`src/rtl/serv_arb_pkg.sv`:
```
// Shared definitions for the SERV Wishbone arbiter.
//   arb_state_t        : grant FSM encoding (IDLE / IBUS / DBUS)
//   REQ_I / REQ_D      : requester ids used to remember the last grant
//   ARB_TIMEOUT_CYCLES : default watchdog limit (SERV_ARB_TIMEOUT_EN builds)
package serv_arb_pkg;

   typedef enum logic [1:0] {
      IDLE = 2'd0,
      IBUS = 2'd1,
      DBUS = 2'd2
   } arb_state_t;

   localparam logic REQ_I = 1'b0;
   localparam logic REQ_D = 1'b1;

   localparam int unsigned ARB_TIMEOUT_CYCLES = 255;

endpackage

```
`src/rtl/serv_wb_arbiter.sv`:
```
// serv_wb_arbiter: shares one Wishbone memory port between the SERV
// instruction bus (already aligned) and data bus.
//
// A registered grant FSM owns the port until the memory acks, then always
// spends one cycle in IDLE so the next winner is chosen cleanly.
//
// Parameters:
//   AW             address width of all buses
//   RR             0 = fixed priority (dbus first), 1 = round robin
//   TIMEOUT_CYCLES watchdog limit (only with SERV_ARB_TIMEOUT_EN)
//
// Ports:
//   clk, rst                  clock, synchronous active-high reset
//   i_ibus_* / o_ibus_*       instruction requester (adr, cyc / rdt, ack)
//   i_dbus_* / o_dbus_*       data requester (adr, dat, sel, we, cyc / rdt, ack)
//   o_wb_mem_* / i_wb_mem_*   shared memory port
//   o_timeout                 sticky watchdog flag (SERV_ARB_TIMEOUT_EN only)
//
// Build option: define SERV_ARB_TIMEOUT_EN to add the stall watchdog, which
// forces a zero-data ack to the owner after TIMEOUT_CYCLES without an ack.
module serv_wb_arbiter
   import serv_arb_pkg::*;
#(
   parameter int unsigned AW             = 32,
   parameter int          RR             = 0,
   parameter int unsigned TIMEOUT_CYCLES = ARB_TIMEOUT_CYCLES
) (
   input  logic          clk,
   input  logic          rst,
   input  logic [AW-1:0] i_ibus_adr,
   input  logic          i_ibus_cyc,
   output logic [31:0]   o_ibus_rdt,
   output logic          o_ibus_ack,
   input  logic [AW-1:0] i_dbus_adr,
   input  logic [31:0]   i_dbus_dat,
   input  logic [3:0]    i_dbus_sel,
   input  logic          i_dbus_we,
   input  logic          i_dbus_cyc,
   output logic [31:0]   o_dbus_rdt,
   output logic          o_dbus_ack,
   output logic [AW-1:0] o_wb_mem_adr,
   output logic [31:0]   o_wb_mem_dat,
   output logic [3:0]    o_wb_mem_sel,
   output logic          o_wb_mem_we,
   output logic          o_wb_mem_cyc,
   input  logic [31:0]   i_wb_mem_rdt,
   input  logic          i_wb_mem_ack
`ifdef SERV_ARB_TIMEOUT_EN
   ,output logic         o_timeout
`endif
);

   arb_state_t state, state_nxt;
   logic       last_grant, last_grant_nxt;
   logic       mem_done;
   logic [31:0] rdt_fwd;

   // Winner of a new request; in round robin the last owner loses a tie.
   function automatic arb_state_t arbitrate(input logic icyc,
                                            input logic dcyc,
                                            input logic last);
      arb_state_t g;
      g = IDLE;
      if (icyc && dcyc)
         g = ((RR != 0) && (last == REQ_D)) ? IBUS : DBUS;
      else if (dcyc)
         g = DBUS;
      else if (icyc)
         g = IBUS;
      return g;
   endfunction

`ifdef SERV_ARB_TIMEOUT_EN
   localparam int unsigned CW = $clog2(TIMEOUT_CYCLES + 1);

   logic [CW-1:0] wd_cnt;
   logic          timeout_hit;

   // A real ack in the same cycle takes precedence over the watchdog.
   assign timeout_hit = (state != IDLE) && !i_wb_mem_ack &&
                        (wd_cnt == CW'(TIMEOUT_CYCLES));

   // Every grant passes through IDLE, so clearing there clears per grant.
   always_ff @(posedge clk) begin
      if (rst) begin
         wd_cnt    <= '0;
         o_timeout <= 1'b0;
      end else begin
         if (state == IDLE)
            wd_cnt <= '0;
         else
            wd_cnt <= wd_cnt + 1'b1;
         if (timeout_hit)
            o_timeout <= 1'b1;
      end
   end

   assign mem_done = i_wb_mem_ack | timeout_hit;
   assign rdt_fwd  = timeout_hit ? '0 : i_wb_mem_rdt;
`else
   assign mem_done = i_wb_mem_ack;
   assign rdt_fwd  = i_wb_mem_rdt;
`endif

   always_ff @(posedge clk) begin
      if (rst) begin
         state      <= IDLE;
         last_grant <= REQ_I;
      end else begin
         state      <= state_nxt;
         last_grant <= last_grant_nxt;
      end
   end

   // Owner keeps the grant until the ack even if it drops cyc early.
   always_comb begin
      state_nxt      = state;
      last_grant_nxt = last_grant;
      case (state)
         IDLE: state_nxt = arbitrate(i_ibus_cyc, i_dbus_cyc, last_grant);
         IBUS, DBUS: begin
            if (mem_done) begin
               state_nxt      = IDLE;
               last_grant_nxt = (state == DBUS) ? REQ_D : REQ_I;
            end
         end
         default: state_nxt = IDLE;
      endcase
   end

   always_comb begin
      o_wb_mem_adr = '0;
      o_wb_mem_dat = '0;
      o_wb_mem_sel = '0;
      o_wb_mem_we  = 1'b0;
      case (state)
         IBUS: o_wb_mem_adr = i_ibus_adr;
         DBUS: begin
            o_wb_mem_adr = i_dbus_adr;
            o_wb_mem_dat = i_dbus_dat;
            o_wb_mem_sel = i_dbus_sel;
            o_wb_mem_we  = i_dbus_we;
         end
         default: ;
      endcase
   end

   assign o_wb_mem_cyc = (state != IDLE);
   assign o_ibus_ack   = mem_done & (state == IBUS);
   assign o_dbus_ack   = mem_done & (state == DBUS);
   assign o_ibus_rdt   = rdt_fwd;
   assign o_dbus_rdt   = rdt_fwd;

endmodule
```
`config.mk`:
```
export PLATFORM = sky130hd
export DESIGN_NAME = serv_wb_arbiter
export DESIGN_NICKNAME = d
export VERILOG_FILES = /design/src/rtl/serv_arb_pkg.sv /design/src/rtl/serv_wb_arbiter.sv
export SDC_FILE = /design/constraint.sdc
export NUM_CORES = 1
export LEC_CHECK = 0
export BUFFER_PORTS_ARGS = -buffer_cell sky130_fd_sc_hd__buf_2
export CAP_MARGIN = 20
export CORE_AREA = 2 2 106 108
export CTS_BUF_LIST = sky130_fd_sc_hd__clkbuf_4 sky130_fd_sc_hd__clkbuf_8
export DETAILED_ROUTE_END_ITERATION = 10
export DIE_AREA = 0 0 108 110
export GPL_TIMING_DRIVEN = 0
export PLACE_DENSITY = 0.52
export SETUP_SLACK_MARGIN = 0.5
export SLEW_MARGIN = 5
export SYNTH_ARGS = -nofsm -noshare
export SYNTH_HDL_FRONTEND = slang
export SYNTH_SLANG_ARGS = --single-unit
```
`constraint.sdc`:
```
create_clock -name clk -period 1.7 [get_ports clk]
set_input_delay 0.085 -clock clk [delete_from_list [all_inputs] [get_ports clk]]
set_output_delay 0.085 -clock clk [all_outputs]
set_load 0.02 [all_outputs]
```
==> results of run 1 <==
what timing repair did:
| item | in CTS | in global routing |
|---|---|---|
| setup buffers | 3 | 2 |
| endpoints found under the setup margin | 73 | 71 |
| gates resized for setup | 95 | 39 |
| pin swaps | 12 | 12 |
| cloned | 3 | 1 |
stage by stage:
step                cell area, um2  hold WS [ns]  cells
floorplan                     1650         0.154    198
detailed placement            3030         0.266    579
global route                  3660        0.0610    591
CTS                           3500        0.0381    588
global placement              3030         0.262    579
finish                        3660        0.0424    591
routing by layer:
layer | wire [um] | GRT usage, %
met1 | 2560 | 11.1
met4 | 68 | 2.01
met3 | 636 | 1.23
met5 | 0 | 0
met2 | 3610 | 18.6
kinds of logic after synthesis:
group | Yosys count | share of synthesized area (%)
buf+inv | 82 | 42.2
fa+ha+maj | 3 | 2.50
compound gates | 34 | 20.7
flops | 2 | 2.67
simple gates | 77 | 32.0
synth_stat cells:
cell type   n
and2b_1     1
nand3_1     1
buf_6       6
clkbuf_2    3
inv_1       3
nor2b_1    32
buf_4      65
ha_1        3
buf_12      1
buf_2       3
and2_1     39
nand4b_1    1
a22oi_2    12
a22oi_1    20
dfxtp_1     2
nand2b_1    1
a21oi_1     2
buf_8       1
nand2_1     2
final cells by class:
cell class,count,area share [%]
repair buffers,250,43.2
flip-flops and latches,2,1.23
plain buffers,79,19.3
clock buffers,3,1.13
well taps,140,4.79
multi-input cells,114,30.1
inverters,3,0.308
placed cells by master (no fill, tap or decap), types with 5 or more instances in the layout:
cell	netlist	routed
buf_2	3	188
buf_4	65	97
and2_1	39	37
a22oi_2	12	32
buf_6	6	30
nor2b_2	0	22
nor2b_4	0	10
buf_12	1	5
clkbuf_8	0	5
path summary, 6_finish.rpt:
kind	from	to	slack [ns]	depth (start not counted)
setup reg to reg	state[1]	state[0]	0.48	6
hold / removal	rst	state[1]	0.04	2
setup / recovery	state[0]	o_wb_mem_adr[19]	0.1	7
hold reg to reg	state[1]	state[1]	0.49	2
power by group through the flow:
| stage | combinational, mW | sequential, mW | clock (mW) |
|---|---|---|---|
| floorplan | 0.590 | 0.0531 | 0 |
| global placement | 0.897 | 0.0536 | 0 |
| detailed placement | 0.905 | 0.0538 | 0 |
| CTS | 1.04 | 0.0544 | 0.192 |
| global route | 1.15 | 0.0550 | 0.197 |
| finish | 1.08 | 0.0546 | 0.186 |
worst reg2reg max path: cells and delay by family, from the launching register on:
family                   cells  cell delay (ns)
AO/OA/AOI/OAI                1             0.15
buffers and inverters        2             0.20
adder cells (fa/ha/maj)      1             0.27
flip-flops                   1             0.35
AND/OR/NAND/NOR              2             0.18
==> flow_metrics.env, run 1 <==
export IMPL_status="completed"
export IMPL_overflow=0
export IMPL_grt_pass1_vias=1980
export IMPL_regMostFlops="state"
export IMPL_finalSetupViolations=0
export IMPL_cap_violations=0
export IMPL_critPathMaxStageDelay_ns=0.31
export IMPL_critPathCaptureType="primary output"
export IMPL_grt_usage_pct=9.52
export IMPL_hold_viol=0
export IMPL_p_clk_share_pct=14.1
export IMPL_required_ns=1.62
export IMPL_p_per_area_nw_per_um2=359
export IMPL_fin_tns_setup_ns=0
export IMPL_yosysUniqueCellTypes=19
export IMPL_total_power_mw=1.32
export IMPL_skew_ns=0.000308
export IMPL_synth_cells=198
export IMPL_ys_seq_area_share_pct=2.67
export IMPL_p_comb_share_pct=81.7
export IMPL_dieHeight_um=110
export IMPL_htreeDepth=1
export IMPL_hold_path_class="in2reg"
export IMPL_antenna_found_initial=0
export IMPL_die_area_um2=11900
export IMPL_drive_gt1_share_pct=89.8
export IMPL_largest_reg_flops=2
export IMPL_multiInputGateArea_um2=1100
export IMPL_synth_area_leaders="buf_4, and2_1, nor2b_1"
export IMPL_rows=38
export IMPL_arrival_ns=1.52
export IMPL_syn_num_nets=339
export IMPL_power_switching_uw=537
export IMPL_grt_max_degree=11
export IMPL_peakVddDrop_v=0.000478
export IMPL_syn_to_final_growth_pct=144
export IMPL_path_class="reg2out"
export IMPL_regArea_um2=45.0
export IMPL_clockRootBuffer="clkbuf_8"
export IMPL_syn_area_um2=1500
export IMPL_grt_pass1_wl_mm=9.11
export IMPL_rsz0062_at_grt="true"
export IMPL_cts_made_buffers=3
export IMPL_worst_slew_pin_slew_ns=0.205
export IMPL_p_int_uw=778
export IMPL_crit_family="buffers and inverters"
export IMPL_num_vias=2227
export IMPL_ant_nets=0
export IMPL_routed_wl_mm=6.87
export IMPL_cts_buffer_depth=2
export IMPL_cts_tree="done"
export IMPL_clock_sinks=2
export IMPL_p_leak_nw=1.88
export IMPL_core_um2=10700
export IMPL_crit_chain="buf_6, ha_4, buf_12, clkbuf_16, a22oi_2, nor2b_2, buf_6"
export IMPL_path_common_cell="buf_6"
export IMPL_hpwl_mm=5.57
export IMPL_diodes=0
export IMPL_yosys_area_top_type="buf_4"
export IMPL_drtIter0Drc=41
export IMPL_dp_slack_ns=0.120
export IMPL_io_buffers=241
export IMPL_cpMaxStageDelayCell="dfxtp_2"
export IMPL_path_max_fanout=8
export IMPL_yosys_warnings=0
export IMPL_synth_top_area_share_pct=32.6
export IMPL_io_pins=274
export IMPL_slew_limit_headroom_pct=86.3
export IMPL_drc=0
export IMPL_clk_pin_slew_ns=0.03
export IMPL_period_share_pct=94.4
export IMPL_wire_per_inst_um=11.6
export IMPL_ys_ff_latch=2
export IMPL_power_share_sequential_pct=4.1
export IMPL_swShare_pct=40.9
export IMPL_die_w_um=108
export IMPL_gp_congestion=0.731
export IMPL_reg_largest_list="state (2)"
export IMPL_utilization_pct=34.2
export IMPL_setup_ws_ns=0.0954
export IMPL_clk_latency_ns=0.21
export IMPL_fmax_mhz=623
export IMPL_finalCriticalPeriod_ns=1.60
export IMPL_avgSynthCellArea_um2=7.57
export IMPL_maxSlewViolCount=0
export IMPL_crit_buf_inv=4
export IMPL_initial_core_util_pct=14.0
export IMPL_num_fill_cells=1096
export IMPL_ctsHoldBuffers=0
export IMPL_fin_nets=594
export IMPL_worstSetupStartpointType="register"
export IMPL_via_per_inst=3.77
export IMPL_first_pass_iters=4
(Power assumes the default switching activity.)
==> run 2, diff against run 1 <==
==> constraint.sdc (replaced) <==
create_clock -name clk -period 2 [get_ports clk]
set_input_delay 0.1 -clock clk [delete_from_list [all_inputs] [get_ports clk]]
set_output_delay 0.1 -clock clk [all_outputs]
set_load 0.02 [all_outputs]
==> flow_metrics.env, run 2 (synthesis gave the netlist of run 1 again) <==
export IMPL_finalCriticalPeriod_ns=1.57
export IMPL_p_per_area_nw_per_um2=311
export IMPL_worst_slew_pin_slew_ns=0.159
export IMPL_rows=38
export IMPL_setup_ws_ns=0.425
export IMPL_num_fill_cells=1111
export IMPL_ctsHoldBuffers=0
export IMPL_fin_tns_setup_ns=0
export IMPL_regMostFlops="state"
export IMPL_via_per_inst=3.81
export IMPL_required_ns=1.90
export IMPL_holdPathEnd="state[1]"
export IMPL_status="completed"
export IMPL_wire_per_inst_um=12.7
export IMPL_clockRootBuffer="clkbuf_8"
export IMPL_routed_wl_mm=7.55
export IMPL_initial_core_util_pct=14.0
export IMPL_grt_usage_pct=9.97
export IMPL_critPathMaxStageDelay_ns=0.31
export IMPL_reg2regPathDepth=5
export IMPL_die_w_um=108
export IMPL_drive_gt1_share_pct=87.0
export IMPL_skew_ns=0.00247
export IMPL_ant_nets=0
export IMPL_hold_viol=0
export IMPL_dp_cells=579
export IMPL_drtIter0Drc=51
export IMPL_grt_max_degree=11
export IMPL_holdPathStages=2
export IMPL_crit_chain="inv_2, ha_2, buf_12, clkbuf_16, a22oi_2, nor2b_1, buf_2"
export IMPL_io_pins=274
export IMPL_utilization_pct=34.5
export IMPL_mostFrequentLayoutCell="buf_2"
export IMPL_hold_slack_ns=0.0558
export IMPL_finalSetupViolations=0
export IMPL_path_max_fanout=6
export IMPL_num_vias=2262
export IMPL_min_from="rst"
export IMPL_instances_no_fill=593
export IMPL_fmax_mhz=635
export IMPL_reg_largest_list="state (2)"
export IMPL_fin_nets=596
export IMPL_hold_path_class="in2reg"
export IMPL_maxSlewViolCount=0
export IMPL_worstSetupStartpointType="register"
export IMPL_worst_r2r_endpoint="state[0]"
export IMPL_critPathCaptureType="primary output"
export IMPL_dp_slack_ns=0.317
export IMPL_cpMaxStageDelayCell="dfxtp_2"
export IMPL_syn_to_final_growth_pct=146
export IMPL_io_buffers=241
export IMPL_cts_buffer_depth=2
export IMPL_p_leak_nw=1.93
export IMPL_slew_limit_headroom_pct=89.4
export IMPL_rr_startpoint="state[0]"
export IMPL_stdcell_area_um2=3690
export IMPL_clock_sinks=2
export IMPL_arrival_ns=1.47
export IMPL_antenna_found_initial=0
export IMPL_gp_congestion=0.722
export IMPL_dieHeight_um=110
export IMPL_die_area_um2=11900
export IMPL_period_share_pct=78.7
export IMPL_mostFrequentLayoutCells="buf_2, buf_4, buf_6, nor2b_1, a22oi_2"
export IMPL_rrSetupSlack_ns=0.87
export IMPL_hpwl_mm=5.79
export IMPL_rsz0062_at_grt="true"
export IMPL_core_um2=10700
export IMPL_clk_pin_slew_ns=0.03
export IMPL_drc=0
export IMPL_first_pass_iters=4
export IMPL_cts_made_buffers=3
export IMPL_total_power_mw=1.15
export IMPL_cap_violations=0
export IMPL_grt_pass1_vias=1931
export IMPL_path_class="reg2out"
export IMPL_peakVddDrop_v=0.000328
export IMPL_clk_latency_ns=0.21
export IMPL_grt_pass1_wl_mm=9.45
export IMPL_diodes=0
export IMPL_largest_reg_flops=2
export IMPL_htreeDepth=1
export IMPL_place_area_um2=2880
export IMPL_overflow=0
export IMPL_cts_tree="done"
==> run 2: cell count changes in the layout (fill, tap and decap cells not counted), sizes merged <==
cell | previous run | this run
clkbuf | 6 | 9
buf | 326 | 325
==> run 2: layer usage <==
layer / vias to the layer above / GRT usage, % / part of all wire, %
met3: 2 / 1.35 / 7.6
met2: 129 / 18.8 / 54
met5: - / 0 / 0
met1: 1033 / 12.4 / 38
li1: 1098 / - / -
met4: 0 / 1.28 / 0.45
==> run 2: where the power goes <==
group	total, mW	switching [mW]	internal, mW
clock network	0.158	0.0311	0.127
logic	0.946	0.423	0.523
registers	0.0458	0.00291	0.0429
total	1.15	0.457	0.693
==> run 2: worst max-delay path, delay by kind of cell (launching register included) <==
kind	cells	cell delay, ns
buf+inv	4	0.57
compound gates	1	0.06
flops	1	0.31
fa+ha+maj	1	0.19
simple gates	1	0.13
==> run 2: repair_timing <==
| item | in CTS | in global routing |
|---|---|---|
| cloned | 2 | 6 |
| gates resized for setup | 47 | 121 |
| buffers inserted | 2 | 1 |
| pin swaps | 0 | 3 |
| endpoints found under the setup margin | 71 | 71 |
==> run 2: cell type report <==
cell class | count | area [um2] | area share, %
Tap cell | 140 | 175 | 4.74
Multi-Input combinational cell | 114 | 1000 | 27.1
Clock buffer | 3 | 41.3 | 1.12
Timing Repair Buffer | 252 | 1700 | 46.0
Sequential cell | 2 | 45.0 | 1.22
Buffer | 79 | 718 | 19.4
Inverter | 3 | 13.8 | 0.373
==> run 2: worst max-delay path by stage <==
stage                                   to  slack, ns     start
after floorplan            o_wb_mem_adr[0]       0.67  state[0]
after global placement    o_wb_mem_adr[18]       0.34  state[0]
after detailed placement  o_wb_mem_adr[18]       0.32  state[0]
after CTS                 o_wb_mem_adr[31]       0.41  state[1]
after global routing      o_wb_mem_adr[11]       0.35  state[1]
final                     o_wb_mem_adr[11]       0.43  state[1]
==> run 3, diff against run 2 <==
--- a/config.mk
+++ b/config.mk
@@ -5,6 +5,7 @@
 export SDC_FILE = /design/constraint.sdc
 export NUM_CORES = 1
 export LEC_CHECK = 0
+export ABC_AREA = 1
 export BUFFER_PORTS_ARGS = -buffer_cell sky130_fd_sc_hd__buf_2
 export CAP_MARGIN = 20
 export CORE_AREA = 2 2 106 108
@@ -12,7 +13,7 @@
 export DETAILED_ROUTE_END_ITERATION = 10
 export DIE_AREA = 0 0 108 110
 export GPL_TIMING_DRIVEN = 0
-export PLACE_DENSITY = 0.52
+export PLACE_DENSITY = 0.53
 export SETUP_SLACK_MARGIN = 0.5
 export SLEW_MARGIN = 5
 export SYNTH_ARGS = -nofsm -noshare
==> constraint.sdc (replaced) <==
create_clock -name clk -period 1.5 [get_ports clk]
set_input_delay 0.075 -clock clk [delete_from_list [all_inputs] [get_ports clk]]
set_output_delay 0.075 -clock clk [all_outputs]
set_load 0.02 [all_outputs]
==> flow_metrics.env, run 3 <==
export IMPL_clockRootBuffer="clkbuf_8"
export IMPL_drive_gt1_share_pct=95.0
export IMPL_synth_cells=277
export IMPL_dieHeight_um=110
export IMPL_first_pass_iters=3
export IMPL_p_leak_nw=2.53
export IMPL_drtIter0Drc=48
export IMPL_ys_flop_type="dfxtp_1"
export IMPL_cap_violations=0
export IMPL_io_pins=274
export IMPL_worstSetupStartpointType="register"
export IMPL_cts_made_buffers=3
export IMPL_initial_core_util_pct=14.3
export IMPL_clk_latency_ns=0.21
export IMPL_die_w_um=108
export IMPL_core_um2=10700
export IMPL_synth_top_family_by_area="buffers and inverters"
export IMPL_status="completed"
export IMPL_antenna_found_initial=0
export IMPL_period_share_pct=99.7
export IMPL_regMostFlops="state"
export IMPL_required_ns=1.42
export IMPL_routed_wl_mm=8.15
export IMPL_synth_top_area_share_pct=33.9
export IMPL_utilization_pct=42.8
export IMPL_num_vias=2556
export IMPL_ys_seq_area_share_pct=2.62
export IMPL_grt_max_degree=11
export IMPL_critPathCaptureType="primary output"
export IMPL_htreeDepth=1
export IMPL_clk_pin_slew_ns=0.03
export IMPL_rows=38
export IMPL_ys_ff_latch=2
export IMPL_holdPathStages=4
export IMPL_avgSynthCellArea_um2=5.51
export IMPL_path_max_fanout=5
export IMPL_grt_usage_pct=11.0
export IMPL_via_per_inst=3.78
export IMPL_syn_num_nets=418
export IMPL_syn_area_um2=1530
export IMPL_muxShareOfSynthArea_pct=0
export IMPL_clock_sinks=2
export IMPL_finalSetupViolations=0
export IMPL_reg_largest_list="state (2)"
export IMPL_largest_reg_flops=2
export IMPL_worst_r2r_endpoint="state[1]"
export IMPL_ctsHoldBuffers=0
export IMPL_fin_nets=680
export IMPL_mostFrequentLayoutCell="buf_2"
export IMPL_peakVddDrop_v=0.000434
export IMPL_cts_buffer_depth=2
export IMPL_ant_nets=0
export IMPL_ys_async_sr_fraction_pct=0
export IMPL_min_from="rst"
export IMPL_diodes=0
export IMPL_mostFrequentLayoutCells="buf_2, buf_4, buf_6, nand2_2, inv_2"
export IMPL_synth_fa_ha_area_share_pct=2.46
export IMPL_yosys_warnings=0
export IMPL_netlist_top_cells_count="nand2_1, buf_4, inv_1"
export IMPL_finalCriticalPeriod_ns=1.50
export IMPL_synth_compound_area_share_pct=14.9
export IMPL_rr_startpoint="state[1]"
export IMPL_arrival_ns=1.42
export IMPL_cts_tree="done"
export IMPL_hold_path_class="in2reg"
export IMPL_wire_per_inst_um=12.0
export IMPL_overflow=0
export IMPL_hold_slack_ns=0.109
export IMPL_yosys_area_top_type="buf_4"
export IMPL_drc=0
export IMPL_io_buffers=241
export IMPL_rsz0062_at_grt="true"
export IMPL_synth_simple_gate_area_share_pct=28.6
export IMPL_gp_congestion=0.730
export IMPL_die_area_um2=11900
export IMPL_skew_ns=0.000831
export IMPL_yosysUniqueCellTypes=13
export IMPL_hold_viol=0
export IMPL_rrSetupSlack_ns=0.32
export IMPL_hpwl_mm=6.11
export IMPL_maxSlewViolCount=0
export IMPL_synth_most_common_cell="nand2_1"
export IMPL_holdPathEnd="state[1]"
export IMPL_fmax_mhz=669
export IMPL_synth_area_leaders="buf_4, nand2_1, inv_1"
export IMPL_path_class="reg2out"
export IMPL_synth_xor_xnor_area_share_pct=0
export IMPL_syn_to_final_growth_pct=200
export IMPL_slew_limit_headroom_pct=90.1
export IMPL_p_per_area_nw_per_um2=640
export IMPL_grt_pass1_wl_mm=10.5
export IMPL_synth_edff_count=0
export IMPL_worst_slew_pin_slew_ns=0.149
export IMPL_reg2regPathDepth=7
export IMPL_grt_pass1_vias=2298
==> run 3: cell types whose count changed in the layout (fill, tap and decap cells not counted), moves of 23 or more <==
cell,change
a22oi_2,-29
nor2b_1,-31
buf_6,+31
and2_4,-23
inv_2,+39
a21oi_4,+32
nand2_2,+55
nand2_4,+35
==> run 3: worst max-delay path by stage <==
stage                             to      from  slack (ns)  cells past startpoint
floorplan           o_wb_mem_adr[10]  state[0]        0.36                      6
global placement    o_wb_mem_adr[30]  state[0]        0.16                      7
detailed placement  o_wb_mem_adr[30]  state[0]        0.14                      7
CTS                 o_wb_mem_adr[26]  state[0]       -0.01                      7
global route         o_wb_mem_dat[3]  state[0]       -0.04                      8
finish               o_wb_mem_dat[3]  state[0]       0.004                      8
==> run 3: repair_timing <==
item,4_1_cts,5_1_grt
pin swaps,6,22
resized for setup,175,84
setup buffers,5,1
setup endpoints to repair,74,74
gates cloned,3,7
==> run 3: cells by family (layout without fill, tap and decap cells) <==
| family | after synthesis | after routing |
|---|---|---|
| buffers and inverters | 125 | 385 |
| AND/OR/NAND/NOR | 115 | 115 |
| AO/OA/AOI/OAI | 32 | 32 |
| adder cells (fa/ha/maj) | 3 | 3 |
| flip-flops | 2 | 2 |
==> run 3: report_power, final <==
group	total, mW	switching [mW]	internal, mW	leakage (nW)
clock	0.210	0.0405	0.170	0.0216
combinational	2.64	1.35	1.29	2.49
sequential	0.0744	0.0105	0.0639	0.0178
==> run 3: critical path, stage by stage, from the launching register on <==
cell	delay (ns)
dfxtp_4	0.35
inv_4	0.05
ha_4	0.17
buf_12	0.14
buf_8	0.13
clkbuf_16	0.16
nand2_2	0.06
inv_2	0.04
buf_6	0.12
==> run 3: layer usage <==
metal	track usage, %	part of all wire, %	vias up	routed length (um)
li1	-	-	1272	-
met4	1.37	0.17	0	14
met3	0.882	6.4	2	524
met5	0	0	-	0
met2	22.1	57	117	4650
met1	12.9	36	1165	2960
==> run 3: cell type report <==
class                           count  area [um2]
Multi-Input combinational cell    150        1440
Sequential cell                     2        47.5
Inverter                           46         185
Buffer                             79         742
Timing Repair Buffer              257        1950
Clock buffer                        3        41.3
Tap cell                          140         175
Fill cell                        1081        6120
==> run 3: metrics by stage <==
stage	cell area, um2	power [mW]	TNS [ns]	cells	worst slack, ns
after floorplan	1990	1.42	0	277	0.360
after global placement	3370	1.93	0	658	0.156
after detailed placement	3370	1.95	0	658	0.141
after CTS	4110	2.66	-0.0650	669	-0.00971
after global routing	4570	3.12	-1.09	677	-0.0436
final	4570	2.93	0	677	0.00415
